--- src/rtl/sr_flag_ctrl_pkg.sv ---
// Shared op codes, FSM encoding and the expected-readback helper for the SR flag controller.
package sr_ctrl_pkg;

  localparam logic [1:0] OP_HOLD = 2'b00;
  localparam logic [1:0] OP_CLR  = 2'b01;
  localparam logic [1:0] OP_SET  = 2'b10;
  localparam logic [1:0] OP_TGL  = 2'b11;

  typedef enum logic [1:0] {
    ST_IDLE  = 2'd0,
    ST_DRIVE = 2'd1,
    ST_CHECK = 2'd2
  } state_t;

  // Value the flop must show after the op, given Q as seen before the drive lands.
  function automatic logic op_expect(input logic [1:0] op, input logic q_now);
    case (op)
      OP_CLR:  op_expect = 1'b0;
      OP_SET:  op_expect = 1'b1;
      OP_TGL:  op_expect = ~q_now;
      default: op_expect = q_now;
    endcase
  endfunction

endpackage

--- src/rtl/sr_flag_ctrl_if.sv ---
// Two-requester command bus plus the completion report of the SR flag controller.
interface sr_flag_ctrl_if #(
  parameter int IDX_W = 3
);
  logic [1:0]            req_valid;
  logic [1:0]            req_ready;
  logic [1:0][IDX_W-1:0] req_idx;
  logic [1:0][1:0]       req_op;
  logic                  done;
  logic                  done_id;
  logic                  err;

  modport master (
    output req_valid, req_idx, req_op,
    input  req_ready, done, done_id, err
  );

  modport slave (
    input  req_valid, req_idx, req_op,
    output req_ready, done, done_id, err
  );
endinterface

--- src/rtl/sr_flag_ctrl_arb.sv ---
// Two-way round-robin arbiter: combinational grant, last winner remembered on advance.
module rr_arb2 (
  input  logic       CLK,
  input  logic       RST_N,
  input  logic [1:0] valid,
  input  logic       advance,
  output logic [1:0] grant
);

  logic last;

  // On a tie the requester that did not win last time goes first.
  always_comb begin
    grant = valid;
    if (valid == 2'b11) begin
      grant = last ? 2'b01 : 2'b10;
    end
  end

  always_ff @(posedge CLK or negedge RST_N) begin
    if (!RST_N) begin
      last <= 1'b1;
    end else if (advance) begin
      last <= grant[1];
    end
  end

endmodule

--- src/rtl/sr_flag_ctrl.sv ---
// Shares a bank of clocked SR flops between two requesters: one-cycle S/R pulse, then Q readback check.
// Accept -> DRIVE -> CHECK (done) -> IDLE; ready only in IDLE, so one command per three cycles.
module sr_flag_ctrl
  import sr_ctrl_pkg::*;
#(
  parameter int N_FLAGS = 8,
  parameter int IDX_W   = $clog2(N_FLAGS)
) (
  input  logic               CLK,
  input  logic               RST_N,
  sr_flag_ctrl_if.slave      req,
  output logic [N_FLAGS-1:0] S,
  output logic [N_FLAGS-1:0] R,
  input  logic [N_FLAGS-1:0] Q
);

  localparam int NP = 1 << IDX_W;

  state_t           state;
  logic [IDX_W-1:0] cmd_idx;
  logic [1:0]       cmd_op;
  logic             cmd_id;
  logic             cmd_ok;
  logic             exp_q;
  logic             done_q;
  logic             done_id_q;

  logic [1:0]       grant;
  logic [1:0]       ready;
  logic             xfer;
  logic             gid;
  logic [IDX_W-1:0] sel_idx;
  logic [1:0]       sel_op;
  logic             sel_ok;
  logic [NP-1:0]    q_pad;
  logic [NP-1:0]    sel_hot;
  logic [N_FLAGS-1:0] sel_vec;

  rr_arb2 u_arb (
    .CLK     (CLK),
    .RST_N   (RST_N),
    .valid   (req.req_valid),
    .advance (xfer),
    .grant   (grant)
  );

  // RST_N gates ready so nothing can be accepted while the block is held in reset.
  assign ready         = {2{RST_N && (state == ST_IDLE)}} & grant;
  assign req.req_ready = ready;
  assign xfer          = |(req.req_valid & ready);
  assign gid           = grant[1];
  assign sel_idx       = req.req_idx[gid];
  assign sel_op        = req.req_op[gid];

  // Q padded to a power of two so an out-of-range index reads a harmless zero.
  assign q_pad   = NP'(Q);
  assign sel_ok  = ({1'b0, sel_idx} < (IDX_W + 1)'(N_FLAGS));
  assign sel_hot = NP'(1) << sel_idx;
  assign sel_vec = sel_ok ? sel_hot[N_FLAGS-1:0] : '0;

  always_ff @(posedge CLK or negedge RST_N) begin
    if (!RST_N) begin
      state     <= ST_IDLE;
      S         <= '0;
      R         <= '0;
      cmd_idx   <= '0;
      cmd_op    <= OP_HOLD;
      cmd_id    <= 1'b0;
      cmd_ok    <= 1'b0;
      exp_q     <= 1'b0;
      done_q    <= 1'b0;
      done_id_q <= 1'b0;
    end else begin
      case (state)
        ST_IDLE: begin
          done_q <= 1'b0;
          if (xfer) begin
            state   <= ST_DRIVE;
            cmd_idx <= sel_idx;
            cmd_op  <= sel_op;
            cmd_id  <= gid;
            cmd_ok  <= sel_ok;
            case (sel_op)
              OP_SET:  S <= sel_vec;
              OP_CLR:  R <= sel_vec;
              OP_TGL: begin
                if (q_pad[sel_idx]) R <= sel_vec;
                else                S <= sel_vec;
              end
              default: ;
            endcase
          end
        end
        ST_DRIVE: begin
          // Q has not moved yet, so this is the pre-drive value TOGGLE and HOLD compare against.
          S         <= '0;
          R         <= '0;
          exp_q     <= op_expect(cmd_op, q_pad[cmd_idx]);
          done_q    <= 1'b1;
          done_id_q <= cmd_id;
          state     <= ST_CHECK;
        end
        ST_CHECK: begin
          done_q <= 1'b0;
          state  <= ST_IDLE;
        end
        default: begin
          state <= ST_IDLE;
        end
      endcase
    end
  end

  // err looks at Q in the CHECK cycle itself, after the flop has taken the drive.
  assign req.done    = done_q;
  assign req.done_id = done_id_q;
  assign req.err     = done_q & (~cmd_ok | (q_pad[cmd_idx] != exp_q));

endmodule

--- src/flat_wrapper.sv ---
// flat-port wrapper written by rule: the top's interface ports become plain ports
module sr_flag_ctrl_flat import sr_ctrl_pkg::*;
#(
  parameter int N_FLAGS = 8,
  parameter int IDX_W   = $clog2(N_FLAGS)
)
  (CLK, RST_N, S, R, Q, req_req_valid, req_req_idx, req_req_op, req_req_ready, req_done, req_done_id, req_err);
  sr_flag_ctrl_if #(.IDX_W(IDX_W)) req_i ();
  input  logic CLK;
  input  logic RST_N;
  output logic [N_FLAGS-1:0] S;
  output logic [N_FLAGS-1:0] R;
  input  logic [N_FLAGS-1:0] Q;
  input wire logic [$bits(req_i.req_valid)-1:0] req_req_valid;
  input wire logic [$bits(req_i.req_idx)-1:0] req_req_idx;
  input wire logic [$bits(req_i.req_op)-1:0] req_req_op;
  output wire logic [$bits(req_i.req_ready)-1:0] req_req_ready;
  output wire logic [$bits(req_i.done)-1:0] req_done;
  output wire logic [$bits(req_i.done_id)-1:0] req_done_id;
  output wire logic [$bits(req_i.err)-1:0] req_err;
  assign req_i.req_valid = req_req_valid;
  assign req_i.req_idx = req_req_idx;
  assign req_i.req_op = req_req_op;
  assign req_req_ready = req_i.req_ready;
  assign req_done = req_i.done;
  assign req_done_id = req_i.done_id;
  assign req_err = req_i.err;
  sr_flag_ctrl #(.N_FLAGS(N_FLAGS), .IDX_W(IDX_W)) u_core (.CLK(CLK), .RST_N(RST_N), .req(req_i), .S(S), .R(R), .Q(Q));
endmodule
--- config.mk ---
export PLATFORM = sky130hd
export DESIGN_NAME = sr_flag_ctrl_flat
export DESIGN_NICKNAME = d
export VERILOG_FILES = /design/src/rtl/sr_flag_ctrl_pkg.sv /design/src/rtl/sr_flag_ctrl_if.sv /design/src/rtl/sr_flag_ctrl_arb.sv /design/src/rtl/sr_flag_ctrl.sv /design/src/flat_wrapper.sv
export SDC_FILE = /design/constraint.sdc
export NUM_CORES = 1
export LEC_CHECK = 0
export CAP_MARGIN = 20
export CELL_PAD_IN_SITES_DETAIL_PLACEMENT = 1
export CELL_PAD_IN_SITES_GLOBAL_PLACEMENT = 1
export CORE_UTILIZATION = 39
export CTS_BUF_LIST = sky130_fd_sc_hd__clkbuf_16
export CTS_CLUSTER_DIAMETER = 80
export DETAILED_ROUTE_END_ITERATION = 16
export MAX_ROUTING_LAYER = met4
export PLACE_DENSITY_LB_ADDON = 0.12
export SLEW_MARGIN = 30
export SYNTH_ARGS = -nofsm -noshare
export SYNTH_HDL_FRONTEND = slang
export SYNTH_SLANG_ARGS = --single-unit
--- constraint.sdc ---
create_clock -name CLK -period 3.1 [get_ports CLK]
set_input_delay 0.62 -clock CLK [delete_from_list [all_inputs] [get_ports CLK]]
set_output_delay 0.62 -clock CLK [all_outputs]
set_load 0.005 [all_outputs]
---- Word-level counts from Yosys, hierarchy flattened ----
Index checks and enable logic that the tools add are counted.
operators by class
  muxes and demuxes ....................... 22
  bitwise gates (word level) .............. 6
  magnitude comparators ................... 3
  shift-type cells ........................ 1
  reductions and logical operators ........ 9
  equality and inequality tests ........... 15
operator list
  kind                   count
  $pmux W8 S2            4
  $mux W8                4
  $eq A2 B2 Y1 const B   6
  $ne A3 B3 Y1 const B   4
  $mux W2                5
  $lt A3 B4 Y1 const B   2
  $reduce_and A4 Y1      2
  $shl A1 B3 Y8 const A  1
  $bmux W1 S3            2
  $eq A2 B1 Y1 const B   3
  $mux W3                2
  $and A2 B2 Y2          2
  $pmux W2 S2            1
  $reduce_bool A2 Y1     2
  $reduce_or A2 Y1       2
  $pmux W1 S3            1
  $logic_not A2 Y1       1
  $lt A1 B2 Y1 const B   1
  $mux W1                2
  $ne A2 B2 Y1 const B   1
  $not A1 Y1             2
  $pmux W1 S2            1
  $reduce_and A2 Y1      1
  $and A1 B1 Y1          1
  other kinds (3)        3
storage, ports and cells
  bits of input ports ..................... 22
  output and inout bits ................... 21
  register bits after elaboration ......... 29
  logic and storage cells ................. 67

---- Depth between registers and ports, before layout ----
Gate-level depths: netlist of the first run.
  word-level depth ........................ 10
  depth in mapped cells ................... 7
  gate-level depth less buffers ........... 6

---- Modules after synthesis ----
Synthesis of the first run repeated with hierarchy kept, for this count alone.
second synthesis, totals
  cell total of the unflattened synthesis .. 141
  area, all modules ....................... 1,565.3 sq um
by module, submodules not included
  module        seq. area each (sq um)  cells each  area each (sq um)  times used
  sr_flag_ctrl  700.7                   136         1,501.4            1
  rr_arb2       26.3                    5           63.8               1

---- Worst setup path after synthesis of the first run ----
No wires, ideal clock.
  kind .................................... in2reg
  start ................................... in req_req_valid[1]
  end ..................................... reg u_core.S[0]
  cell stages on the path ................. 6
  setup slack ............................. 789 ps
  data required time ...................... 3,021 ps
  setup time .............................. 79 ps
  data arrival time ....................... 2,231 ps
  buffers on the path ..................... 0
  cells stage by stage .................... a21boi_2 mux2_2 a211oi_2 o221ai_2 a21oi_4 mux2i_1
between the ends
  cells in the longest elaborated chain, start to end .. 9
  elaborated cells on any way between the ends .. 22
  those cells by class .................... 6 x eq/ne; 1 x shift; 11 x mux; 2 x bitwise; 2 x reduce/logical
RTL lines
  element                                                                    RTL line            source
  start, declared                                                            flat_wrapper.sv:14  input wire logic [$bits(req_i.req_valid)-1:0] req_req_valid;
  parallel branches: the longest is 9 deep, another holds $reduce_and A4 Y1  n/a
  end signal, assigned                                                       sr_flag_ctrl.sv:84  OP_SET: S <= sel_vec;
  end signal, assigned                                                       sr_flag_ctrl.sv:88  else S <= sel_vec;
  end, declared                                                              sr_flag_ctrl.sv:12  output logic [N_FLAGS-1:0] S,
Parallel ways; which one is timed is not known. The select of a mux whose other input is x is not followed.
A chain may end at the register's enable or synchronous reset.

---- Worst setup path in the final report of the first run ----
  start ................................... in Q[2]
  end ..................................... out req_err
between the ends
  cells in the longest elaborated chain, start to end .. 5
RTL lines
  element                        RTL line             source
  start, declared                flat_wrapper.sv:13   input logic [N_FLAGS-1:0] Q;
  $bmux W1 S3                    sr_flag_ctrl.sv:117  assign req.err = done_q & (~cmd_ok | (q_pad[cmd_idx] != exp_q));
  $mux W1 (not written as such)  sr_flag_ctrl.sv:117
  $ne A1 B1 Y1                   sr_flag_ctrl.sv:117
  $or A1 B1 Y1                   sr_flag_ctrl.sv:117
  $and A1 B1 Y1                  sr_flag_ctrl.sv:117
  end, declared                  flat_wrapper.sv:20   output wire logic [$bits(req_i.err)-1:0] req_err;
Every way passes these cells. The select of a mux whose other input is x is not followed.

==> insert_results.sql, run 1 <==
INSERT INTO impl_metrics (metric_group, metric, value, unit) VALUES
('placed_design', 'detailedPlacementHpwl', '3530', 'µm'),
('yosys', 'area_share_of_the_largest_cell_type_after_synthesis', '0.443', ''),
('global_routing', 'first_global_vias', '1474', ''),
('clocking', 'worst_skew_pair.late_latency', '0.27', 'ns'),
('global_routing', 'grt_start_max_net_pins', '30', ''),
('detailed_routing', 'dr.pass1.iters', '4', ''),
('setup_path', 'timing_worst_setup_path_type', 'input port to output port', ''),
('hold_path', 'hp-class', 'flip-flop to flip-flop', ''),
('layout', 'num_antenna_cells', '0', ''),
('setup_path', 'crit_slowest_cell', 'sky130_fd_sc_hd__mux4_2', ''),
('floorplan', 'dieArea', '0.00431', 'mm²'),
('yosys', 'ys_seq_elements', '29', ''),
('clocking', 'h-tree-depth', '2', ''),
('clocking', 'tritoncts', 'yes', ''),
('layout', 'layout-area-overhead-vs-synth', '47.9', '%'),
('yosys', 'seq_area_frac_synth', '0.460', ''),
('placed_design', 'globalplace.congestion', '0.897', ''),
('setup_path', 'critPathTopFamily', 'buffers and inverters', ''),
('sta', 'setup_viol', '0', ''),
('floorplan', 'floorplan.initialDensity', '0.419', ''),
('layout', 'area.sequential', '727', 'µm²'),
('layout', 'final_design_area_no_fill', '0.00234', 'mm²'),
('setup_path', 'timing.critical_path.fanout_max', '2', ''),
('yosys', 'netlist-cell-type-count', '34', ''),
('setup_path', 'crit_path_cell_trace', 'clkdlybuf4s50_1 > mux4_2 > mux2i_4 > buf_6 > xor2_2 > a21oi_1 > dlygate4sd2_1', ''),
('hold_path', 'worst_hold_startpoint', 'u_core.cmd_ok', ''),
('floorplan', 'die_h', '65.7', 'µm'),
('layout', 'area_used_by_multi_input_combinational_logic', '815', 'µm²'),
('yosys', 'synth_area_leader_cell', 'sky130_fd_sc_hd__dfrtp_1', ''),
('layout', 'layout-drive-gt1-share', '0.184', ''),
('setup_path', 'worstSetupStartpointType', 'input port', ''),
('detailed_routing', 'wl', '4810', 'µm'),
('clocking', 'clkTransAtPathRegs', '0.05', 'ns'),
('detailed_routing', 'detail_route.iter0.violations', '74', ''),
('global_routing', 'grt_first_pass_wirelength', '7690', 'µm'),
('sta', 'finalCriticalPeriod', '3.05', 'ns'),
('setup_path', 'timing.critical_path.required', '2.48', 'ns'),
('sta', 'max_freq', '0.328', 'GHz'),
('status', 'status', 'complete, no violations', ''),
('detailed_routing', 'remaining_drc_errors', '0', ''),
('flow_run', 'timing.max_cap.violations', '0', ''),
('layout', 'final_core_utilization', '0.620', ''),
('yosys', 'syn_area_per_cell', '10.3', 'µm²'),
('sta', 'tightest_slew', '0.848', 'ns'),
('yosys', 'number_of_enable_type_register_cells_in_the_synthesized_netlist', '0', ''),
('detailed_routing', 'ant_nets', '0', ''),
('global_routing', 'antenna_violations_before_repair', '0', ''),
('floorplan', 'design.portCount', '43', ''),
('placed_design', 'placedInstanceArea', '0.00213', 'mm²'),
('placed_design', 'place.port_buffers', '42', ''),
('sta', 'headroom_to_the_max_slew_limit', '0.428', ''),
('yosys', 'total_nets_after_synthesis', '176', ''),
('global_routing', 'grtUsageTotal', '0.259', ''),
('yosys', 'yosys_warnings', '0', ''),
('detailed_routing', 'drt-wirelength-per-cell', '18.5', 'µm'),
('floorplan', 'core-area', '0.00377', 'mm²'),
('sta', 'clock_skew', '0.00325', 'ns'),
('layout', 'fin_nets', '233', ''),
('yosys', 'synthArstFlopShare', '1.00', ''),
('setup_path', 'worstPathArrival', '2.43', 'ns'),
('detailed_routing', 'vias', '1410', ''),
('power_and_ir_drop', 'leakage_power_figure', '1.08', 'nW'),
('clocking', 'tritoncts.num_buffers', '5', ''),
('floorplan', 'die_w', '65.7', 'µm'),
('clocking', 'cts.sinks', '29', ''),
('setup_path', 'critPathCaptureType', 'output port', ''),
('setup_path', 'rrSetupSlack', '0.57', 'ns'),
('layout', 'fillCellCount', '421', ''),
('sta', 'final_hold_viol_count', '0', ''),
('setup_path', 'crit_buf_inv', '3', ''),
('power_and_ir_drop', 'p_per_area', '630', 'mW/mm²');
## stage by stage
| stage | setup TNS, ns | std cells | hold WS (ns) | total power, mW | setup WS [ns] |
|---|---|---|---|---|---|
| CTS | 0 | 260 | 0.472 | 1.46 | 0.0223 |
| floorplan | 0 | 154 | 0.324 | 0.690 | 0.789 |
| finish | 0 | 260 | 0.470 | 1.47 | 0.0544 |
| detailed placement | -0.828 | 251 | 0.456 | 0.886 | -0.172 |
| global route | 0 | 260 | 0.516 | 1.54 | 0.00281 |
| global placement | -0.156 | 251 | 0.450 | 0.862 | -0.109 |
## worst reg2reg max path, delay by kind of cell (launching register included)
family	cells	cell delay, ns
AOI/OAI and AO/OA	4	1.16
muxes	2	0.70
DFF	1	0.57
## layout by cell type, fill, tap and decap left out, types with 5 or more instances in the layout
master,instances
sky130_fd_sc_hd__dfrtp_1,28
sky130_fd_sc_hd__buf_4,10
sky130_fd_sc_hd__inv_1,10
sky130_fd_sc_hd__a21oi_1,5
sky130_fd_sc_hd__nand2b_1,6
sky130_fd_sc_hd__mux2_2,5
sky130_fd_sc_hd__clkdlybuf4s50_1,38
sky130_fd_sc_hd__mux2i_1,20
sky130_fd_sc_hd__clkbuf_16,5
sky130_fd_sc_hd__nand2_1,37
sky130_fd_sc_hd__o21ai_0,6
## routing by layer
layer	share of wire	global-route usage	wire (µm)
met4	0.028	0.0761	136
met2	0.52	0.443	2500
met5	0	-	0
met1	0.42	0.310	2030
met3	0.030	0.0469	143
## worst paths after layout
kind                                endpoint  cells past startpoint
max                                  req_err                      7
min                            u_core.cmd_ok                      1
max reg2reg                      u_core.S[2]                      6
min reg2reg                    u_core.cmd_ok                      1
max in group asynchronous  u_core.u_arb.last                      2
min in group asynchronous        u_core.R[1]                      2
## flip-flops by register name, indices dropped and copies added, names as in the netlist, 2 cells and up
| register | flops |
|---|---|
| u_core.R | 8 |
| u_core.S | 8 |
| u_core.cmd_idx | 3 |
| u_core.cmd_op | 2 |
| u_core.state | 2 |
## cells by family (layout without fill, tap and decap cells)
logic type	count (synthesis)	in the layout	synth area share
AOI/OAI and AO/OA	27	27	0.137
xor gates and xnor gates	1	1	0.00554
buffers and inverters	14	72	0.0380
DFF	29	29	0.460
muxes	29	29	0.206
and+or+nand+nor	54	54	0.153
## synthesized netlist by cell type, types with 2 or more instances
| master | n |
|---|---|
| sky130_fd_sc_hd__nand2_1 | 37 |
| sky130_fd_sc_hd__dfrtp_1 | 28 |
| sky130_fd_sc_hd__mux2i_1 | 21 |
| sky130_fd_sc_hd__inv_1 | 10 |
| sky130_fd_sc_hd__nand2b_1 | 6 |
| sky130_fd_sc_hd__o21ai_0 | 6 |
| sky130_fd_sc_hd__a21oi_1 | 5 |
| sky130_fd_sc_hd__mux2_2 | 5 |
| sky130_fd_sc_hd__nor2_1 | 4 |
| sky130_fd_sc_hd__clkbuf_1 | 3 |
| sky130_fd_sc_hd__a211oi_2 | 2 |
| sky130_fd_sc_hd__a221oi_1 | 2 |
| sky130_fd_sc_hd__and2_1 | 2 |
| sky130_fd_sc_hd__mux4_2 | 2 |
| sky130_fd_sc_hd__nor3b_1 | 2 |
## timing repair
action | in CTS | in global routing
buffers inserted | 1 | 0
endpoints found under the hold margin | 0 | 0
hold buffers | 0 | 0
gates cloned | 0 | 0
setup endpoints to repair | 1 | 2
resized for setup | 3 | 6
## where the power goes
| group | internal (mW) | switching [mW] |
|---|---|---|
| Sequential | 0.445 | 0.0553 |
| Combinational | 0.227 | 0.199 |
| Clock | 0.375 | 0.172 |
| Total | 1.05 | 0.427 |
## area by class of cell
class                      instances  area share
inverter                          10      0.0161
clock inverter                     3      0.0177
tap                               48      0.0257
timing repair buffer              54       0.228
clock buffer                       5      0.0535
sequential                        29       0.311
multi-input combinational        111       0.348
Note: power is estimated with default switching activity, not from simulation.
==> run 2, diff against run 1 <==
==> constraint.sdc (replaced) <==
create_clock -name CLK -period 3.55 [get_ports CLK]
set_input_delay 0.71 -clock CLK [delete_from_list [all_inputs] [get_ports CLK]]
set_output_delay 0.71 -clock CLK [all_outputs]
set_load 0.005 [all_outputs]
==> insert_results.sql, run 2 (synthesis gave the netlist of run 1 again) <==
INSERT INTO impl_metrics (metric_group, metric, value, unit) VALUES
('power_and_ir_drop', 'p_per_area', '543', 'mW/mm²'),
('flow_run', 'timing.max_cap.violations', '0', ''),
('power_and_ir_drop', 'leakage_power_figure', '1.02', 'nW'),
('layout', 'area.sequential', '727', 'µm²'),
('floorplan', 'core-area', '0.00377', 'mm²'),
('layout', 'reg_top3', 'u_core.R (8), u_core.S (8), u_core.cmd_idx (3)', ''),
('clocking', 'cts_resized', '0', ''),
('detailed_routing', 'drt-wirelength-per-cell', '17.5', 'µm'),
('power_and_ir_drop', 'power.internal', '0.885', 'mW'),
('setup_path', 'setup_crit_end', 'req_err', ''),
('global_routing', 'grtUsageTotal', '0.233', ''),
('layout', 'final_core_utilization', '0.596', ''),
('placed_design', 'post-place-ws', '0.125', 'ns'),
('placed_design', 'globalplace.congestion', '0.844', ''),
('layout', 'final_design_area_no_fill', '0.00225', 'mm²'),
('setup_path', 'timing.critical_path.required', '2.84', 'ns'),
('sta', 'headroom_to_the_max_slew_limit', '0.476', ''),
('placed_design', 'detailedPlacementHpwl', '3170', 'µm'),
('status', 'status', 'complete, no violations', ''),
('sta', 'worst_hold_slack', '0.477', 'ns'),
('power_and_ir_drop', 'p_clk_frac', '0.381', ''),
('sta', 'finalCriticalPeriod', '3.45', 'ns'),
('setup_path', 'critPathCaptureType', 'output port', ''),
('placed_design', 'post_placement_cell_count', '246', ''),
('setup_path', 'worst_setup_path_startpoint', 'Q[3]', ''),
('placed_design', 'placedInstanceArea', '0.00208', 'mm²'),
('clocking', 'tritoncts', 'yes', ''),
('global_routing', 'grt_first_pass_wirelength', '7000', 'µm'),
('clocking', 'cts.sinks', '29', ''),
('global_routing', 'first_global_vias', '1382', ''),
('clocking', 'cts.hold.buffers_added', '0', ''),
('floorplan', 'fp-row-count', '22', ''),
('global_routing', 'grt_start_max_net_pins', '30', ''),
('power_and_ir_drop', 'ir_drop', '0.000310', 'V'),
('sta', 'setup_viol', '0', ''),
('layout', 'mostFrequentLayoutCells', '42 x sky130_fd_sc_hd__clkdlybuf4s50_1, 37 x sky130_fd_sc_hd__nand2_1, 28 x sky130_fd_sc_hd__dfrtp_1', ''),
('clocking', 'tritoncts.num_buffers', '5', ''),
('sta', 'clock_skew', '0.00271', 'ns'),
('power_and_ir_drop', 'swShare', '0.275', ''),
('detailed_routing', 'detail_route.iter0.violations', '57', ''),
('layout', 'area_used_by_multi_input_combinational_logic', '798', 'µm²'),
('power_and_ir_drop', 'sum_of_internal_switching_and_leakage_power', '1.22', 'mW'),
('global_routing', 'antenna_violations_before_repair', '0', ''),
('floorplan', 'dieArea', '0.00431', 'mm²'),
('setup_path', 'timing.critical_path.fanout_max', '2', ''),
('detailed_routing', 'ant_nets', '0', ''),
('clocking', 'clock-root-buffer', 'sky130_fd_sc_hd__clkbuf_16', ''),
('clocking', 'worst_skew_pair.late_latency', '0.27', 'ns'),
('sta', 'post-route-worst-setup-slack', '0.0959', 'ns'),
('floorplan', 'floorplan.initialDensity', '0.419', ''),
('hold_path', 'hp-class', 'flip-flop to flip-flop', ''),
('layout', 'fin_cells', '253', ''),
('layout', 'fin_nets', '227', ''),
('clocking', 'h-tree-depth', '2', ''),
('layout', 'num_antenna_cells', '0', ''),
('sta', 'final_number_of_max_transition_violations', '0', ''),
('power_and_ir_drop', 'seq_power_share', '0.353', ''),
('setup_path', 'worstSetupStartpointType', 'input port', ''),
('power_and_ir_drop', 'switching_power', '0.336', 'mW'),
('setup_path', 'timing_worst_setup_path_type', 'input port to output port', ''),
('setup_path', 'worstPathArrival', '2.74', 'ns'),
('detailed_routing', 'vias', '1344', ''),
('floorplan', 'die_h', '65.7', 'µm'),
('layout', 'layout-area-overhead-vs-synth', '42.2', '%'),
('setup_path', 'worst_r2r_endpoint', 'u_core.S[3]', ''),
('sta', 'tightest_slew', '0.786', 'ns'),
('power_and_ir_drop', 'share_comb_of_total_power', '0.266', ''),
('floorplan', 'design.portCount', '43', ''),
('detailed_routing', 'wl', '4430', 'µm'),
('detailed_routing', 'vias_per_cell', '5.31', ''),
('setup_path', 'rrSetupSlack', '0.93', 'ns'),
('clocking', 'post_cts.repair.setup_buffers', '0', ''),
('sta', 'fin_crit_sh', '0.973', ''),
('clocking', 'clkTransAtPathRegs', '0.05', 'ns'),
('sta', 'final_hold_viol_count', '0', ''),
('sta', 'grt_setup_unrepaired', 'no', ''),
('floorplan', 'die_w', '65.7', 'µm'),
('sta', 'max_freq', '0.290', 'GHz'),
('layout', 'commonest_non_fill_non_tap_cell_in_the_layout', 'sky130_fd_sc_hd__clkdlybuf4s50_1', ''),
('clocking', 'clock_tree.buffer_depth', '2', ''),
('detailed_routing', 'remaining_drc_errors', '0', ''),
('detailed_routing', 'dr.pass1.iters', '4', ''),
('layout', 'layout-drive-gt1-share', '0.151', ''),
('sta', 'final.setup.tns', '0', 'ns'),
('placed_design', 'place.port_buffers', '42', ''),
('global_routing', 'global_route.overflow_total', '0', ''),
('setup_path', 'r2r.worst_path.cells', '6', ''),
('layout', 'fillCellCount', '394', ''),
('setup_path', 'critical_path.reg2reg.startpoint', 'u_core.u_arb.last', '');
run 2: worst min-delay path by stage:
stage / startpoint / end / slack (ns) / cells past startpoint
final: u_core.cmd_op[0] / u_core.cmd_op[0] / 0.48 / 1
after CTS: u_core.cmd_op[0] / u_core.cmd_op[0] / 0.48 / 1
after floorplan: RST_N / u_core.R[0] / 0.41 / 0
after global placement: u_core.cmd_ok / u_core.cmd_ok / 0.45 / 1
after detailed placement: u_core.cmd_op[0] / u_core.cmd_op[0] / 0.47 / 1
after global routing: u_core.cmd_op[0] / u_core.cmd_op[0] / 0.49 / 1
run 2: per-layer routing:
metal | vias to the layer above | GRT usage | share of wire
li1 | 632 | - | -
met1 | 675 | 0.288 | 0.44
met2 | 29 | 0.375 | 0.51
met3 | 8 | 0.0521 | 0.031
met4 | 0 | 0.0815 | 0.017
met5 | - | - | 0
run 2: area by class of cell:
cell class | count | share of cell area
Multi-Input combinational cell | 111 | 0.355
Tap cell | 48 | 0.0267
Sequential cell | 29 | 0.323
Timing Repair Buffer | 48 | 0.207
Inverter | 10 | 0.0167
Clock buffer | 5 | 0.0556
Clock inverter | 2 | 0.0156
run 2: power groups by stage:
stage / Sequential (mW) / Combinational, mW / Clock [mW]
final: 0.431 / 0.325 / 0.466
after global routing: 0.438 / 0.355 / 0.487
after CTS: 0.431 / 0.322 / 0.473
after detailed placement: 0.435 / 0.318 / 0
after global placement: 0.430 / 0.308 / 0
after floorplan: 0.428 / 0.175 / 0
run 2: critical path: stages:
cell                              delay (ns)
sky130_fd_sc_hd__clkdlybuf4s50_1        0.46
sky130_fd_sc_hd__mux4_2                 0.52
sky130_fd_sc_hd__mux2i_2                0.24
sky130_fd_sc_hd__xor2_1                 0.12
sky130_fd_sc_hd__a21oi_1                0.17
sky130_fd_sc_hd__clkdlybuf4s50_1        0.52
